[src/rtl/irq_pkg.sv]
// Shared definitions for the interrupt controller: FSM encoding and default geometry.
package irq_pkg;

    typedef enum logic [0:0] {
        StIdle,
        StService
    } irq_state_e;

    localparam int unsigned NumIrqDefault       = 3;
    localparam int unsigned DataBitsDefault     = 32;
    localparam logic [31:0] VectorBaseDefault   = 32'h0000_0800;
    localparam logic [31:0] VectorStrideDefault = 32'h0000_0040;

    // Index width that stays legal for a single request line.
    function automatic int unsigned idx_bits(input int unsigned n);
        return (n > 1) ? $clog2(n) : 1;
    endfunction

endpackage

[src/rtl/irq_priority_encoder.sv]
// Fixed-priority encoder: lowest set index wins; sel_valid flags any request.
module irq_priority_encoder #(
    parameter int unsigned NUM_IRQ  = 3,
    parameter int unsigned IDX_BITS = 2
) (
    input  logic [NUM_IRQ-1:0]  req,
    output logic [IDX_BITS-1:0] select,
    output logic                sel_valid
);

    always_comb begin
        select    = '0;
        sel_valid = 1'b0;
        // Scan from the top down so the lowest index is the last to overwrite.
        for (int i = int'(NUM_IRQ) - 1; i >= 0; i--) begin
            if (req[i]) begin
                select    = IDX_BITS'(i);
                sel_valid = 1'b1;
            end
        end
    end

endmodule

[src/rtl/irq_controller.sv]
// Prioritised interrupt controller beside the PC register: edge-latched pending bits,
// software mask, per-source vectors, EPC/ERET. Define IRQ_NESTED_EN for preemption + EPC stack.
module irq_controller
    import irq_pkg::*;
#(
    parameter int unsigned          NUM_IRQ       = NumIrqDefault,
    parameter int unsigned          DATA_BITS     = DataBitsDefault,
    parameter logic [DATA_BITS-1:0] VECTOR_BASE   = DATA_BITS'(VectorBaseDefault),
    parameter logic [DATA_BITS-1:0] VECTOR_STRIDE = DATA_BITS'(VectorStrideDefault)
) (
    input  logic                 clk,
    input  logic                 rst,
    input  logic [NUM_IRQ-1:0]   irq_req,
    input  logic                 cpu_step,
    input  logic [DATA_BITS-1:0] pc_next_in,
    input  logic                 eret,
    input  logic                 mask_we,
    input  logic [NUM_IRQ-1:0]   mask_din,
    output logic                 irq_take,
    output logic [DATA_BITS-1:0] irq_vector,
    output logic                 eret_take,
    output logic [DATA_BITS-1:0] epc,
    output logic                 ie,
    output logic [NUM_IRQ-1:0]   mask,
    output logic [NUM_IRQ-1:0]   pending,
    output logic [NUM_IRQ-1:0]   in_service
);

    localparam int unsigned IdxBits = idx_bits(NUM_IRQ);

    irq_state_e           state_q;
    logic                 ie_q;
    logic [NUM_IRQ-1:0]   mask_q;
    logic [NUM_IRQ-1:0]   pending_q;
    logic [NUM_IRQ-1:0]   in_service_q;
    logic [NUM_IRQ-1:0]   req_prev_q;
    logic [DATA_BITS-1:0] epc_q;

    logic [NUM_IRQ-1:0]   req_rise;
    logic [NUM_IRQ-1:0]   masked;
    logic [NUM_IRQ-1:0]   take_onehot;
    logic [IdxBits-1:0]   select;
    logic                 sel_valid;
    logic                 take_en;
    logic                 eret_en;

    assign req_rise = irq_req & ~req_prev_q;
    assign masked   = pending_q & mask_q;

    irq_priority_encoder #(
        .NUM_IRQ  (NUM_IRQ),
        .IDX_BITS (IdxBits)
    ) u_select (
        .req       (masked),
        .select    (select),
        .sel_valid (sel_valid)
    );

    assign irq_vector = VECTOR_BASE + DATA_BITS'(select) * VECTOR_STRIDE;

`ifdef IRQ_NESTED_EN
    localparam int unsigned SpBits = $clog2(NUM_IRQ + 1);

    logic [IdxBits-1:0]   svc_idx;
    logic                 svc_valid;
    logic                 preempt;
    logic [DATA_BITS-1:0] stk_epc_q [NUM_IRQ];
    logic [NUM_IRQ-1:0]   stk_svc_q [NUM_IRQ];
    logic [SpBits-1:0]    sp_q;

    irq_priority_encoder #(
        .NUM_IRQ  (NUM_IRQ),
        .IDX_BITS (IdxBits)
    ) u_in_service (
        .req       (in_service_q),
        .select    (svc_idx),
        .sel_valid (svc_valid)
    );

    assign preempt = sel_valid & svc_valid & (select < svc_idx);
`endif

    always_comb begin
        take_en = 1'b0;
        eret_en = 1'b0;
        if (!rst && cpu_step) begin
            case (state_q)
                StIdle:    take_en = ie_q & sel_valid;
                StService: begin
                    eret_en = eret;
`ifdef IRQ_NESTED_EN
                    // A same-cycle ERET wins; the preempting source is retried afterwards.
                    take_en = ~eret & preempt;
`endif
                end
                default: ;
            endcase
        end
    end

    always_comb begin
        take_onehot = '0;
        if (take_en) begin
            take_onehot[select] = 1'b1;
        end
    end

    always_ff @(posedge clk) begin
        if (rst) begin
            state_q      <= StIdle;
            ie_q         <= 1'b1;
            mask_q       <= '0;
            pending_q    <= '0;
            in_service_q <= '0;
            req_prev_q   <= '0;
            epc_q        <= '0;
`ifdef IRQ_NESTED_EN
            sp_q         <= '0;
`endif
        end else begin
            req_prev_q <= irq_req;
            // New edges are ORed in after the clear so set wins.
            pending_q  <= (pending_q & ~take_onehot) | req_rise;
            if (mask_we) begin
                mask_q <= mask_din;
            end
            if (take_en) begin
                epc_q        <= pc_next_in;
                in_service_q <= take_onehot;
                ie_q         <= 1'b0;
                state_q      <= StService;
`ifdef IRQ_NESTED_EN
                if (state_q == StService) begin
                    stk_epc_q[sp_q] <= epc_q;
                    stk_svc_q[sp_q] <= in_service_q;
                    sp_q            <= sp_q + 1'b1;
                end
`endif
            end else if (eret_en) begin
`ifdef IRQ_NESTED_EN
                if (sp_q != '0) begin
                    epc_q        <= stk_epc_q[sp_q - 1'b1];
                    in_service_q <= stk_svc_q[sp_q - 1'b1];
                    sp_q         <= sp_q - 1'b1;
                end else begin
                    in_service_q <= '0;
                    ie_q         <= 1'b1;
                    state_q      <= StIdle;
                end
`else
                in_service_q <= '0;
                ie_q         <= 1'b1;
                state_q      <= StIdle;
`endif
            end
        end
    end

    assign irq_take   = take_en;
    assign eret_take  = eret_en;
    assign epc        = epc_q;
    assign ie         = ie_q;
    assign mask       = mask_q;
    assign pending    = pending_q;
    assign in_service = in_service_q;

endmodule

[config.mk]
export PLATFORM = sky130hd
export DESIGN_NAME = irq_controller
export DESIGN_NICKNAME = d
export VERILOG_FILES = /design/src/rtl/irq_pkg.sv /design/src/rtl/irq_priority_encoder.sv /design/src/rtl/irq_controller.sv
export SDC_FILE = /design/constraint.sdc
export NUM_CORES = 1
export LEC_CHECK = 0
export BUFFER_PORTS_ARGS = -buffer_cell sky130_fd_sc_hd__buf_2
export CORE_MARGIN = 1.5
export CORE_UTILIZATION = 44
export DETAILED_ROUTE_END_ITERATION = 8
export PLACE_DENSITY = 0.79
export SYNTH_ARGS = -nofsm -noshare
export SYNTH_HDL_FRONTEND = slang
export SYNTH_SLANG_ARGS = --single-unit
[constraint.sdc]
create_clock -name clk -period 3.2 [get_ports clk]
set_clock_uncertainty 0.1 [all_clocks]
set_input_delay 0.96 -clock clk [delete_from_list [all_inputs] [get_ports clk]]
set_output_delay 0.96 -clock clk [all_outputs]
set_load 0.01 [all_outputs]
-- Word level (Yosys, flattened, before mapping)
Index checks and enable logic that the tools add are counted.
- $mul: 0
- shift operators: 0
- $lt $le $gt $ge: 2
- divide/modulo/power cells: 0
- reduce and logical (&&, ||, !) cells: 4
- eq/ne operators: 0
- bitwise gates (word level): 7
- add/subtract/negate cells: 1
- mux-type cells: 19
- operators with widths (cell ; number):
    adder 12 x 8 -> 13 bit, first input constant ; 1
    two-way mux 1 bit ; 12
    bitwise AND 3 bit ; 3
    two-way mux 3 bit ; 3
    two-way mux 2 bit ; 3
    inverter 3 bit ; 2
    less-than comparator 2 x 3 -> 1 bit, second input constant ; 1
    bitwise OR 3 bit ; 1
    demux 1 bit (select 2 bit) ; 1
    greater-or-equal comparator 2 x 1 -> 1 bit, second input constant ; 1
    logical AND 1 bit ; 2
    nonzero test 2 bit ; 1
    bitwise AND 1 bit ; 1
    logical NOT 1 bit ; 1
- bits in writable memories: 0
- logic and storage cells: 40
- memories kept: 0
- latch bits: 0
- memory bits (read-only): 0
- register bits: 46
- output and inout port bits: 76

-- Longest topological paths before layout
Gate-level depths: netlist of run 1.
- depth after elaboration: 12
- gate-level depth with buffers: 7
- mapped depth without buffers: 4

-- By module
Synthesis of run 1 repeated with hierarchy kept, for this count alone.
- cells, all modules: 231
- area, all modules: 2031.9 sq um
- modules (own cells, without submodules) (module ; seq. area each (sq um) ; cells each ; area each (sq um) ; times used):
    irq_controller ; 920.9 ; 228 ; 2011.9 ; 1
    irq_priority_encoder ; 0.0 ; 3 ; 20.0 ; 1

-- Least setup slack after synthesis of run 1
OpenSTA, ideal clock, no wires.
- path type: input-to-output
- start: in rst
- end: out irq_take
- path slack: 0.272 ns
- cell stages on the path: 6
- arrival time: 1.868 ns
- path buffers: 3
- cells stage by stage: nand4bb_1 > buf_2 > or2_1 > buf_6 > buf_8 > inv_2
- longest elaborated chain between the ends: 3
- ends and longest elaborated chain (element ; line ; text):
    from (decl) ; irq_controller.sv:12 ; input logic rst,
    logical NOT 1 bit ; irq_controller.sv:86 ; if (!rst && cpu_step) begin
    logical AND 1 bit ; irq_controller.sv:86 ;
    two-way mux 1 bit ; irq_controller.sv:86 ;
    to (decl) ; irq_controller.sv:19 ; output logic irq_take,
No other way between the ends.

-- Final worst setup path of run 1
Same ends and word-level chain as after synthesis.

==> flow_metrics.tcl, run 1 <==
set metrics [dict create \
    grt_busiest_layer "met2" \
    final_hold_viol_count 0 \
    portBuffers 88 \
    place_congestion 0.750 \
    vias 1531 \
    power_frac_seq_pct 57.1 \
    post_cts_resize_count 0 \
    cts_setup_buffers 0 \
    nNetsFinal 324 \
    numCtsBuffers 5 \
    grt_start_max_net_pins 44 \
    num_rows 25 \
    placed_area_um2 2510 \
    combPwrFrac_pct 12.8 \
    final_area_um2 2590 \
    seq_area_frac_synth_pct 42.6 \
    drive_above_1_share_pct 44.8 \
    insertion_delay_ns 0.28 \
    synth_edf_count 0 \
    critPathKind "primary input to output port" \
    synth_top_area_cell "dfxtp_1" \
    dr.pass1.iters 4 \
    cp.required_ns 2.14 \
    synth.most_common_cell "dfxtp_1" \
    grt_overflow_total 0 \
    cts.path.max_buffers 2 \
    htree_levels 2 \
    synth.ff_latch_count 46 \
    worst_ep_arrival_time_ns 1.85 \
    grt_pass1_vias 1349 \
    syn-cell-area_um2 2160 \
    synth_area_leaders "dfxtp_1, mux2_4, buf_4" \
    p_int_uw 811 \
    setup_viol 0 \
    ys.warnings.count 0 \
    p_leak_uw 0.00142 \
    async_reset_ff_share_pct 0 \
    grt_use_met3_pct 4.83 \
    yosys.area_share.adder_pct 0 \
    clkTransAtPathRegs_ns 0.07 \
    cts.sink_count 46 \
    rsz0062_at_grt "false" \
    synth-simple-area-share_pct 15.0 \
    finalCriticalPeriod_ns 2.91 \
    worstSetupStartpointType "primary input" \
    die_h_um 73.1 \
    ios 119 \
    synth_top_area_share_pct 42.6 \
    viasPerCell 4.40 \
    drt_iter0_markers 25 \
    switching_share_pct 23.8 \
    tns_ns 0 \
    max_clock_freq_ghz 0.344 \
    synth_compound_area_share_pct 4.40 \
    holdBufCountCts 0 \
    synth_mux_area_share_pct 22.9 \
    avgRoutedWirePerCell_um 11.4 \
    min_period_over_period_pct 90.9 \
    critPathMaxFanout 4 \
    use_met2_pct 27.1 \
    p_sw_uw 253 \
    grt_use_total_pct 14.4 \
    syn-instance-count 194 \
    area_growth_pct 19.7 \
    met1_usage_pct 15.3 \
    synth_common_cells "dfxtp_1, nor2b_1, buf_4, mux2_4" \
    root_buffer "clkbuf_8" \
    grt_first_pass_wirelength_um 5920 \
    dieWidth_um 73.1 \
    routed_wl_um 3970 \
    cap_violations 0 \
    remaining_drc_errors 0 \
    antenna_found_initial 0 \
    worst_pin_slew_ns 0.566 \
    maxSlewViolCount 0 \
    avgSynthCellArea_um2 11.1 \
    hp-class "flip-flop to flip-flop" \
    ir_drop_mv 0.267 \
    synth_ff_type "dfxtp_1" \
    synth_xor_area_share_pct 0 \
    initial_core_util_pct 45.7 \
    power_density_nw_per_um2 411 \
    relSlewSlack_pct 62.2 \
    cts_tree "built" \
    die_area_um2 5340 \
    synth.distinct_cells 32 \
    core_area_um2 4720 \
    dp_hpwl_um 2890 \
    clockPowerShare_pct 30.0 \
    status "complete, no violations" \
    n_antenna_cell 0 \
    synth_top_family_by_area "multiplexers" \
    worst_setup_path_end_kind "output port" \
    ant_nets 0 \
]
layout make-up:
cell class / instances / area [µm²]
Tap cell: 67 / 83.8
Fill cell: 427 / 2140
Sequential cell: 46 / 921
Inverter: 4 / 15.0
Timing Repair Buffer: 91 / 463
Multi-Input combinational cell: 133 / 1030
Clock buffer: 7 / 76.3
placed cells by master, fill, tap and decap left out, types with 2 or more instances in the layout:
cell,synthesis,routed
buf_2,2,88
dfxtp_1,46,46
nor2b_1,33,33
conb_1,2,30
mux2_4,28,28
nand2_1,5,5
nor2_1,5,5
clkbuf_8,0,5
a21oi_1,4,4
mux2_1,4,4
mux2i_1,3,3
nand2b_1,3,3
inv_1,3,3
and2b_1,3,3
buf_4,30,3
o31ai_1,2,2
o22ai_1,2,2
clkbuf_1,2,2
metal layers:
layer  vias up  wire (µm)  part of all wire, %
li1        748          -                    -
met1       718       1650                   42
met2        63       2060                   52
met3         2        242                  6.1
met4         0         14                 0.35
met5         -          0                    0
metrics by stage:
stage               total power, µW  setup WS, ns  cells  util [%]  hold WS (ns)
floorplan                       729         0.272    222         -         0.362
global placement                754         0.335    341      53.1         0.359
detailed placement              758         0.291    341      53.1         0.363
CTS                            1080         0.287    348      54.8         0.375
global route                   1120         0.260    348      54.8         0.389
finish                         1060         0.292    348      54.8         0.373
power groups by stage:
stage	registers (µW)	clock network, µW	logic [µW]
finish	607	319	137
global route	610	358	151
CTS	607	335	138
detailed placement	620	0	138
global placement	620	0	134
floorplan	628	0	101
registers in the layout, indices dropped and copies added, names as in the netlist:
name        flops
in_service      3
req_prev_q      3
state_q         1
ie              1
mask            3
pending         3
epc            32
cells by family after synthesis:
family,count (synthesis)
buffers and inverters,43
other,2
AND/OR/NAND/NOR,54
multiplexers,35
AO/OA/AOI/OAI,14
flip-flops,46
path summary, 6_finish.rpt:
kind	startpoint	end	slack [ns]	depth (start not counted)
max	rst	irq_take	0.29	5
min reg2reg	in_service[0]$_SDFFE_PP0P_	in_service[0]$_SDFFE_PP0P_	0.37	2
min	in_service[0]$_SDFFE_PP0P_	in_service[0]$_SDFFE_PP0P_	0.37	2
max reg2reg	pending[0]$_SDFF_PP0_	epc[11]$_SDFFE_PP0P_	1.12	4
critical path, cell delays in order:
cell and delay [ns]:
buf_2 0.12, nand4bb_1 0.21, or2_2 0.33, inv_2 0.09, buf_2 0.13
Power figures use the tool's default switching activity.
==> run 2: changes to the inputs <==
--- a/config.mk
+++ b/config.mk
@@ -7,9 +7,10 @@
 export LEC_CHECK = 0
 export BUFFER_PORTS_ARGS = -buffer_cell sky130_fd_sc_hd__buf_2
 export CORE_MARGIN = 1.5
-export CORE_UTILIZATION = 44
+export CORE_UTILIZATION = 43
 export DETAILED_ROUTE_END_ITERATION = 8
 export PLACE_DENSITY = 0.79
 export SYNTH_ARGS = -nofsm -noshare
 export SYNTH_HDL_FRONTEND = slang
+export SYNTH_HIERARCHICAL = 1
 export SYNTH_SLANG_ARGS = --single-unit
==> run 2 against run 1 <==
Effect of this change:
- core utilization up 0.14 points
- area after synthesis down 6.0%
- first-iteration DRC count grew to 3.7 times the previous value
- non-clock buffer count rose by 1
==> flow_metrics.tcl, run 2 <==
set metrics [dict create \
    crit_path_frequent_cell "buf_2" \
    relSlewSlack_pct 54.5 \
    area_growth_pct 20.1 \
    synth_compound_area_share_pct 15.1 \
    portBuffers 88 \
    insertion_delay_ns 0.28 \
    root_buffer "clkbuf_8" \
    syn-instance-count 231 \
    synth_edf_count 0 \
    worst_pin_slew_ns 0.679 \
    power.total_uw 1110 \
    grt_start_max_net_pins 37 \
    grt_overflow_total 0 \
    worstSetupStartpointType "primary input" \
    die_h_um 71.7 \
    vias 1766 \
    seq_area_frac_synth_pct 45.3 \
    slowest_delay_ns 0.32 \
    synth.ff_latch_count 46 \
    n_antenna_cell 0 \
    drt_iter0_markers 93 \
    crit_chain "buf_2 > and4bb_1 > and2_4 > buf_2" \
    die_area_um2 5150 \
    avgRoutedWirePerCell_um 11.9 \
    placed_area_um2 2350 \
    synth.most_common_cell "dfxtp_1" \
    synth_top_area_share_pct 45.3 \
    synth.distinct_cells 31 \
    critPathMaxFanout 11 \
    synth_top_family_by_area "simple AND/OR/NAND/NOR gates" \
    viasPerCell 4.84 \
    cts_setup_buffers 0 \
    maxSlewViolCount 0 \
    worst_setup_path_end_kind "output port" \
    routed_wl_um 4340 \
    final_area_um2 2440 \
    antenna_found_initial 0 \
    cts_tree "built" \
    htree_levels 2 \
    p_leak_uw 0.00121 \
    core_area_um2 4440 \
    remaining_drc_errors 0 \
    worst_ep_arrival_time_ns 1.73 \
    async_reset_ff_share_pct 0 \
    min_period_over_period_pct 87.1 \
    initial_core_util_pct 45.7 \
    grt_pass1_vias 1564 \
    holdBufCountCts 0 \
    synth_top_area_cell "dfxtp_1" \
    finalWorstSetupSlack_ns 0.411 \
    num_rows 24 \
    power_density_nw_per_um2 457 \
    critPathKind "primary input to output port" \
    avgSynthCellArea_um2 8.80 \
    dp_slack_ns 0.411 \
    finalCriticalPeriod_ns 2.79 \
    nNetsFinal 355 \
    slowest_stage "and4bb_1" \
    synth_mux_area_share_pct 1.48 \
    ios 119 \
    tns_ns 0 \
    grt_first_pass_wirelength_um 7000 \
    numCtsBuffers 5 \
    dr.pass1.iters 6 \
    synth_common_cells "dfxtp_1, nand2_1, nand3_1, buf_4, o21ai_2" \
    ant_nets 0 \
    grt_use_total_pct 16.9 \
    cp.required_ns 2.14 \
    setup_viol 0 \
    largest_register_ffs 32 \
    cts.path.max_buffers 2 \
    ys.warnings.count 6 \
    cts.sink_count 46 \
    post_cts_resize_count 0 \
    status "complete, no violations" \
    synth-simple-area-share_pct 20.4 \
    drive_above_1_share_pct 37.7 \
    synth_area_leaders "dfxtp_1, buf_4, nand3_1" \
    final_cell_mix "buf_2, dfxtp_1, nand2_1, nand3_1, conb_1" \
    place_congestion 0.724 \
    final_common_cell "buf_2" \
    cp_top_family "simple AND/OR/NAND/NOR gates" \
    max_clock_freq_ghz 0.359 \
    synth_ff_type "dfxtp_1" \
    cap_violations 0 \
    dp_hpwl_um 3050 \
    ir_drop_mv 0.272 \
    hp-class "flip-flop to flip-flop" \
    yosys.area_share.adder_pct 0 \
    dieWidth_um 71.7 \
    clkTransAtPathRegs_ns 0.08 \
    synth_xor_area_share_pct 0 \
    syn-cell-area_um2 2030 \
    cp.buffers_inverters 2 \
    rsz0062_at_grt "false" \
    final_hold_viol_count 0 \
]
-- run 2: stage by stage --
step	cells	hold WS, ns	util, %
after floorplan	259	0.336	-
after global placement	357	0.334	52.8
after detailed placement	357	0.340	52.8
after CTS	365	0.352	54.9
after global routing	365	0.372	54.9
final	365	0.349	54.9
-- run 2: cell families after synthesis --
family                 after synthesis
other                                2
AO/OA/AOI/OAI                       42
multiplexers                         3
AND/OR/NAND/NOR                     85
buffers and inverters               53
flip-flops                          46
-- run 2: path summary, 6_finish.rpt --
kind / start / to / slack, ns / depth (start not counted)
worst max-delay path: rst / irq_take / 0.41 / 4
worst min-delay path: epc[23]$_SDFFE_PP0P_ / epc[23]$_SDFFE_PP0P_ / 0.35 / 2
worst max register to register: pending[1]$_SDFF_PP0_ / in_service[0]$_SDFFE_PP0P_ / 1.31 / 5
worst min register to register: epc[23]$_SDFFE_PP0P_ / epc[23]$_SDFFE_PP0P_ / 0.35 / 2
-- run 2: worst register-to-register path: cells and delay by family (launching register included) --
family,cells,cell delay [ns]
and+or+nand+nor,3,0.75
buffers and inverters,1,0.27
DFF,1,0.34
AOI/OAI and AO/OA,1,0.35
-- run 2: cell type report --
class / instances / area (µm²)
fill: 428 / 2000
sequential: 46 / 921
multi-input combinational: 160 / 866
timing repair buffer: 92 / 470
clock buffer: 7 / 86.3
tap: 52 / 65.1
inverter: 7 / 26.3
clock inverter: 1 / 5.00
-- run 2: power breakdown --
group	total (µW)	switching [µW]	internal, µW
logic	154	96.4	57.5
clock network	350	176	174
registers	611	13.6	597
-- run 2: metal layers --
metal  GRT usage [%]  routed length [µm]
met1            19.8                1930
met4            4.19                  26
met3            5.20                 253
met2            30.0                2130
met5               0                   0
==> run 3: changes to the inputs <==
--- a/config.mk
+++ b/config.mk
@@ -6,11 +6,11 @@
 export NUM_CORES = 1
 export LEC_CHECK = 0
 export BUFFER_PORTS_ARGS = -buffer_cell sky130_fd_sc_hd__buf_2
+export CORE_ASPECT_RATIO = 0.8
 export CORE_MARGIN = 1.5
-export CORE_UTILIZATION = 43
+export CORE_UTILIZATION = 44
 export DETAILED_ROUTE_END_ITERATION = 8
 export PLACE_DENSITY = 0.79
 export SYNTH_ARGS = -nofsm -noshare
 export SYNTH_HDL_FRONTEND = slang
-export SYNTH_HIERARCHICAL = 1
 export SYNTH_SLANG_ARGS = --single-unit
==> run 3 against run 2 <==
Effect of this change:
- count of clock-buffer cells in the layout decreased by 2
- wire length fell by 7.4%
- sequential power down 0.7%
- non-clock buffer count is 1 lower
- cell area rose by 7.0%
- final cell count down 6.3%
- critical endpoint unchanged
- largest cell class is now multi-input gates
- highest routed layer unchanged
==> flow_metrics.tcl, run 3 (synthesis results as in run 1) <==
set metrics [dict create \
    status "complete, no violations" \
    cts.path.max_buffers 2 \
    cts_setup_buffers 0 \
    portBuffers 88 \
    viasPerCell 4.37 \
    routed_wl_um 4020 \
    grt_overflow_total 0 \
    grt_start_max_net_pins 44 \
    max_clock_freq_ghz 0.350 \
    antenna_found_initial 0 \
    power_density_nw_per_um2 442 \
    root_buffer "clkbuf_8" \
    final_cell_mix "buf_2, dfxtp_1, nor2b_1, conb_1, mux2_4" \
    num_rows 22 \
    largest_register_ffs 32 \
    die_h_um 65.7 \
    drive_above_1_share_pct 45.7 \
    ant_nets 0 \
    final_hold_viol_count 0 \
    core_area_um2 4650 \
    htree_levels 2 \
    setup_viol 0 \
    worstSetupStartpointType "primary input" \
    fin_hold_ws_ns 0.364 \
    critPathMaxFanout 4 \
    ios 119 \
    finalCriticalPeriod_ns 2.86 \
    cp.required_ns 2.14 \
    insertion_delay_ns 0.29 \
    grt_first_pass_wirelength_um 6350 \
    relSlewSlack_pct 61.6 \
    rsz0062_at_grt "false" \
    vias 1495 \
    worst_setup_path_end_kind "output port" \
    final_area_um2 2610 \
    combPwrFrac_pct 11.9 \
    power_frac_seq_pct 52.6 \
    n_antenna_cell 0 \
    switching_share_pct 22.8 \
    p_sw_uw 263 \
    area_growth_pct 20.8 \
    numCtsBuffers 5 \
    nNetsFinal 324 \
    power.total_uw 1150 \
    min_period_over_period_pct 89.4 \
    die_area_um2 5340 \
    p_int_uw 890 \
    critPathKind "primary input to output port" \
    dieWidth_um 81.4 \
    drt_iter0_markers 27 \
    multi_input_area_um2 1030 \
    holdBufCountCts 0 \
    hp-class "flip-flop to flip-flop" \
    seqCellArea_um2 921 \
    clockPowerShare_pct 35.5 \
    cts_tree "built" \
    r2r_slack_ns 1.09 \
    dp_hpwl_um 2920 \
    clkTransAtPathRegs_ns 0.08 \
    place_congestion 0.684 \
    worst_pin_slew_ns 0.576 \
    maxSlewViolCount 0 \
    initial_core_util_pct 46.4 \
    post_cts_resize_count 0 \
    grt_use_total_pct 15.5 \
    nFillCells 417 \
    dr.pass1.iters 5 \
    cts.sink_count 46 \
    avgRoutedWirePerCell_um 11.7 \
    p_leak_uw 0.00144 \
    grt_pass1_vias 1388 \
    final_common_cell "buf_2" \
    placed_area_um2 2500 \
    tns_ns 0 \
    remaining_drc_errors 0 \
    cap_violations 0 \
    worst_ep_arrival_time_ns 1.80 \
    ir_drop_mv 0.245 \
]
## run 3: cell types whose count changed in the layout (fill, tap and decap cells not counted), sizes merged, moves of 3 or more
| cell | before | now |
|---|---|---|
| nor2b | 4 | 33 |
| o21ai | 33 | 1 |
| and2 | 4 | 1 |
| nand3 | 33 | 0 |
| nand2b | 0 | 3 |
| a21oi | 1 | 4 |
| and2b | 0 | 3 |
| mux2 | 0 | 32 |
| nand2 | 34 | 5 |
## run 3: final timing paths
| kind | from | to | depth (start not counted) |
|---|---|---|---|
| max | rst | irq_take | 5 |
| min | in_service[1]$_SDFFE_PP0P_ | in_service[1]$_SDFFE_PP0P_ | 2 |
| max reg2reg | pending[0]$_SDFF_PP0_ | epc[12]$_SDFFE_PP0P_ | 4 |
| min reg2reg | in_service[1]$_SDFFE_PP0P_ | in_service[1]$_SDFFE_PP0P_ | 2 |
## run 3: metrics by stage
stage | util, % | instances | worst slack, ns
floorplan | - | 222 | 0.272
global placement | 53.8 | 334 | 0.359
detailed placement | 53.8 | 334 | 0.342
CTS | 56.1 | 342 | 0.342
global route | 56.1 | 342 | 0.283
finish | 56.1 | 342 | 0.341
## run 3: final cells by class
cell class              instances  area share [%]
multi-input cells             133            39.4
flip-flops and latches         46            35.3
repair buffers                 91            17.7
well taps                      60            2.88
clock buffers                   5            2.64
clock inverters                 3            1.53
inverters                       4           0.575
## run 3: power groups by stage
| stage | logic (µW) | registers [µW] | clock network (µW) |
|---|---|---|---|
| after floorplan | 101 | 628 | 0 |
| after global placement | 134 | 619 | 0 |
| after detailed placement | 138 | 620 | 0 |
| after CTS | 138 | 607 | 428 |
| after global routing | 151 | 610 | 457 |
| final | 137 | 607 | 409 |
## run 3: worst max-delay path, cell delays in order
cell and delay (ns):
buf_2 0.11, nand4bb_1 0.19, or2_2 0.33, inv_2 0.08, buf_2 0.13
## run 3: routing by layer
| layer | vias to the layer above | share of wire, % | GRT usage, % |
|---|---|---|---|
| met5 | - | 0 | 0 |
| met4 | 0 | 0.40 | 5.82 |
| met3 | 3 | 7.4 | 4.86 |
| met2 | 66 | 49 | 26.5 |
| met1 | 677 | 43 | 18.1 |
| li1 | 749 | - | - |
